**src/rtl/mem_read_arbiter.sv**
```systemverilog
// rtl/mem_read_arbiter.sv - round-robin arbiter sharing one burst read channel
// between icache, dcache and uncached requesters, with a burst-length check.
module mem_read_arbiter #(
  parameter  int N_REQ  = 3,
  parameter  int ADDR_W = 32,
  parameter  int DATA_W = 32,
  parameter  int LEN_W  = 4,
  localparam int ID_W   = (N_REQ > 1) ? $clog2(N_REQ) : 1
) (
  input  logic                    clk,
  input  logic                    rst,
  input  logic [N_REQ-1:0]        req_valid,
  input  logic [N_REQ*ADDR_W-1:0] req_addr,
  input  logic [N_REQ*LEN_W-1:0]  req_len,
  output logic [N_REQ-1:0]        req_ready,
  output logic [N_REQ-1:0]        resp_valid,
  input  logic [N_REQ-1:0]        resp_ready,
  output logic [DATA_W-1:0]       resp_data,
  output logic                    resp_last,
  output logic                    ar_valid,
  input  logic                    ar_ready,
  output logic [ADDR_W-1:0]       ar_addr,
  output logic [LEN_W-1:0]        ar_len,
  output logic [ID_W-1:0]         ar_id,
  input  logic                    r_valid,
  output logic                    r_ready,
  input  logic [DATA_W-1:0]       r_data,
  input  logic                    r_last,
  output logic                    proto_err
);

  typedef enum logic [1:0] {IDLE, ADDR, DATA} state_t;

  state_t              state_q, state_d;
  logic [ID_W-1:0]     ptr_q, id_q;
  logic [ADDR_W-1:0]   addr_q;
  logic [LEN_W-1:0]    len_q;
  logic [LEN_W:0]      cnt_q;
  logic                proto_err_q;
  logic                win_found;
  logic [ID_W-1:0]     win_idx, cand_id;
  logic                r_hs;

  // First pending requester at or after ptr wins.
  always_comb begin
    win_found = 1'b0;
    win_idx   = '0;
    cand_id   = '0;
    for (int i = 0; i < N_REQ; i++) begin
      cand_id = ID_W'((int'(ptr_q) + i) % N_REQ);
      if (!win_found && req_valid[cand_id]) begin
        win_found = 1'b1;
        win_idx   = cand_id;
      end
    end
  end

  always_ff @(posedge clk or negedge rst) begin
    if (!rst) state_q <= IDLE;
    else      state_q <= state_d;
  end

  always_comb begin
    state_d    = state_q;
    req_ready  = '0;
    ar_valid   = 1'b0;
    resp_valid = '0;
    r_ready    = 1'b0;
    resp_data  = '0;
    resp_last  = 1'b0;
    case (state_q)
      IDLE: begin
        // Gated by rst so the grant cannot leak out while reset is held.
        if (win_found && rst) begin
          req_ready[win_idx] = 1'b1;
          state_d            = ADDR;
        end
      end
      ADDR: begin
        ar_valid = 1'b1;
        if (ar_ready) state_d = DATA;
      end
      DATA: begin
        resp_valid[id_q] = r_valid;
        r_ready          = resp_ready[id_q];
        resp_data        = r_data;
        resp_last        = r_last;
        if (r_valid && resp_ready[id_q] && r_last) state_d = IDLE;
      end
      default: state_d = IDLE;
    endcase
  end

  assign r_hs = (state_q == DATA) && r_valid && r_ready;

  always_ff @(posedge clk or negedge rst) begin
    if (!rst) begin
      ptr_q       <= '0;
      id_q        <= '0;
      addr_q      <= '0;
      len_q       <= '0;
      cnt_q       <= '0;
      proto_err_q <= 1'b0;
    end else begin
      if (state_q == IDLE && win_found) begin
        id_q   <= win_idx;
        addr_q <= req_addr[win_idx*ADDR_W +: ADDR_W];
        len_q  <= req_len[win_idx*LEN_W +: LEN_W];
        cnt_q  <= '0;
      end
      if (r_hs) begin
        // Saturate so an overlong malformed burst cannot wrap back to "legal".
        if (cnt_q != '1) cnt_q <= cnt_q + 1'b1;
        if (r_last) begin
          ptr_q <= ID_W'((int'(id_q) + 1) % N_REQ);
          if (cnt_q != {1'b0, len_q}) proto_err_q <= 1'b1;
        end else if (cnt_q >= {1'b0, len_q}) begin
          proto_err_q <= 1'b1;
        end
      end
    end
  end

  assign ar_addr   = addr_q;
  assign ar_len    = len_q;
  assign ar_id     = id_q;
  assign proto_err = proto_err_q;

endmodule

```
**config.mk**
```make
export PLATFORM = sky130hd
export DESIGN_NAME = mem_read_arbiter
export DESIGN_NICKNAME = d
export VERILOG_FILES = /design/src/rtl/mem_read_arbiter.sv
export SDC_FILE = /design/constraint.sdc
export NUM_CORES = 1
export LEC_CHECK = 0
export BUFFER_PORTS_ARGS = -buffer_cell sky130_fd_sc_hd__clkbuf_2
export CAP_MARGIN = 10
export CORE_UTILIZATION = 42
export DETAILED_ROUTE_END_ITERATION = 7
export GPL_ROUTABILITY_DRIVEN = 0
export PLACE_DENSITY = 0.81
export SLEW_MARGIN = 20
export SYNTH_ARGS = -nofsm -noshare
export SYNTH_HDL_FRONTEND = slang
export SYNTH_SLANG_ARGS = --single-unit
```
**constraint.sdc**
```tcl
create_clock -name clk -period 2.87 [get_ports clk]
set_clock_uncertainty 0.1 [all_clocks]
set_input_delay 0.1435 -clock clk [delete_from_list [all_inputs] [get_ports clk]]
set_output_delay 0.1435 -clock clk [all_outputs]
set_load 0.01 [all_outputs]
```
==> run summary <==
CTS root buf -> clkbuf_8
Worst slack, placed -> 0.05917 ns
Core Area -> 7727 um^2
Total GRT Usage -> 23.29%
Via count -> 3459
CTS tree -> built
Status -> completed
Num CTS Buffers -> 5
Critical Path Start Type -> flip-flop
Cells after synthesis -> 354
# IOs -> 231
Final worst path period share -> 95.16%
Synth top area share -> 35.94%
Max_slew headroom -> 61.02%
Synth area leader -> dfrtp_1
Internal -> 2.774 mW
Cell variety after synth -> 42
Syn Area/Cell -> 9.441 um^2
Critical path class -> reg -> out
Post-synth EDFFs -> 0
Sequence of cells on the critical path -> inv_1 -> ha_2 -> mux2i_1 -> mux2_2 -> nor4b_2 -> o21ai_4 -> buf_4 -> nor2_1 -> clkbuf_2
Worst Hold Depth -> 3
Leakage power -> 2.763 nW
Initial antenna violation count -> 0
Worst-margin pin slew -> 0.5847 ns
Die Ht -> 91.20 um
Minimum clock period -> 2.731 ns
Die Wd -> 91.20 um
Global route total overflow -> 0
Slowest Stage Delay on Critical Path -> 0.42 ns
CP max stage cell -> dfrtp_1
Detailed Place HPWL -> 7821 um
Final Power -> 4.971 mW
Number of H-tree levels -> 2
Crit. End Element -> output pin
CTS sink cnt -> 48
Nets -> 749
PnR worst setup slack -> 0.1389 ns
CP bufs+invs -> 3
Register share of total power -> 24.4%
Clk pwr share -> 10.5%
Fin. max-slew vios -> 0
Worst Path Required -> 2.63 ns
Worst EP arrival -> 2.49 ns
Routed Antenna Nets -> 0
Reg2reg path depth -> 9
Worst vdd ir -> 468.4 uV
Switching power -> 2.197 mW
Warnings, synthesis -> 0
Synth Flop Type -> dfrtp_1
Syn nets -> 519
Antenna fix cells -> 0
CP max FO -> 6
Critical path depth -> 9
Vias in the first global route -> 3332
Hold Path Class -> in -> reg
CTS max path bufs -> 2
Pin count of the biggest net entering global routing -> 45
Syn Std Cell Area -> 3342 um^2
Ys async rst share -> 100.0%
Pwr Density -> 1035 nW/um^2
Commonest cells post-synth -> 54 x nand2_1, 48 x dfrtp_1, 37 x mux2i_1
Max capacitance violation total -> 0
Area Overhead vs Synth -> 43.69%
Synth area leaders -> dfrtp_1 36%, mux2i_1 11%, mux2_2 8.4%
Final WL -> 9841 um
Site row count -> 32
Starting Density -> 43.25%
Seq cells post-synth -> 48
Clock latency on the worst-skew pair -> 0.30 ns
DRC -> 0
Fin. Hold Viols -> 0
Router iterations before antenna repair -> 4
FMAX -> 0.3662 GHz
Final setup vio count -> 0
Buffers on Ports -> 230
Vias per cell -> 5.035
DRT iter0 DRCs -> 86
Most common cell in the synthesized netlist -> nand2_1
Reg clk slew, reported paths -> 0.10 ns
Sequential area share after synthesis -> 35.94%
RSZ-0062 raised after global routing -> false
Die area -> 8317 um^2
Layout cells sized above 1 -> 48.38%
Worst Hold Slack -> 0.006269 ns
Avg WL per Cell -> 14.32 um
Switching part of the total -> 44.19%
Setup_tns -> 0 ns
First-pass GRT wire length -> 15540 um
Cell family with most CP delay -> multiplexers
Logic pwr share -> 65.0%
## final timing paths
check                               end    startpoint  slack [ns]
max in group asynchronous   ar_addr[25]           rst        1.60
min reg2reg                   proto_err     proto_err        0.37
min in group asynchronous   ar_addr[19]           rst        0.28
max                        req_ready[2]      ptr_q[1]        0.14
max reg2reg                  ar_addr[6]      ptr_q[1]        0.21
min                         ar_addr[22]  req_addr[86]       0.006
## state kept, by name (all words and copies together) (netlist names)
signal / cells
ar_len: 4
proto_err: 1
state_q: 2
ar_addr: 32
cnt_q: 5
ar_id: 2
ptr_q: 2
## what timing repair did
action / in CTS / in global routing
pin swaps: 1 / 0
resized for setup: 2 / 4
hold endpoints to repair: 22 / 0
hold buffers: 2 / 0
setup buffers: 2 / 0
setup endpoints to repair: 3 / 4
## worst reg2reg max path: cells and delay by family (launching register included)
kind	cells	cell delay [ns]
AO/OA/AOI/OAI	1	0.10
multiplexers	5	1.35
buffers and inverters	2	0.31
adder cells (fa/ha/maj)	1	0.26
flip-flops	1	0.42
## power groups by stage
stage,registers (mW),logic (mW),clock network [mW]
6_report,1.21,3.23,0.524
2_1_floorplan,1.32,2.08,0
4_1_cts,1.21,3.23,0.537
5_1_grt,1.26,3.55,0.560
3_5_place_dp,1.22,3.18,0
3_3_place_gp,1.21,3.06,0
## placed cells by master (no fill, tap or decap), drive strengths merged
cell type and instances:
a211oi 1, a21boi 1, a21o 3, a21oi 4, a311o 1, a311oi 1
a31oi 1, and2 34, and3 4, and3b 2, buf 10, bufinv 1
clkbuf 236, clkinv 1, dfrtp 48, dlygate4sd3 2, ha 14, inv 10
mux2 41, mux2i 38, nand2 54, nand2b 3, nand3 4, nand3b 1
nand4 1, nand4b 1, nor2 9, nor2b 3, nor3 2, nor3b 1
nor4b 1, o21ai 46, o21bai 1, o2bb2ai 1, o311ai 1, o31ai 1
or2b 1, or3 1
## cell families after synthesis
logic type | count (synthesis) | share of synthesized area [%]
and+or+nand+nor | 122 | 18.31
muxes | 79 | 25.57
AOI/OAI and AO/OA | 62 | 10.67
DFF | 48 | 35.94
buffers and inverters | 29 | 4.268
adders and majority gates | 14 | 5.242
## through the flow
stage                     cell area [um^2]  instances  util (%)
after global placement                4624        675     59.84
after global routing                  4802        687     62.14
after floorplan                       3342        354         -
after CTS                             4793        687     62.03
final                                 4802        687     62.14
after detailed placement              4624        675     59.84
## routing by layer
layer  GRT usage, %  vias to the layer above  wire, um
met2          45.33                      161      5255
met4          3.571                        0        84
met3          4.606                       10       622
met5              0                        -         0
li1               -                     1679         -
met1          26.44                     1609      3879
## cell type report
class                      count  area (um^2)
fill                         680         2925
inverter                      10        37.54
clock inverter                 2        38.79
tap                          102        127.6
clock buffer                   6        82.58
sequential                    48         1201
timing repair buffer         242         1284
multi-input combinational    277         2031
Note: power is estimated with default switching activity, not from simulation.
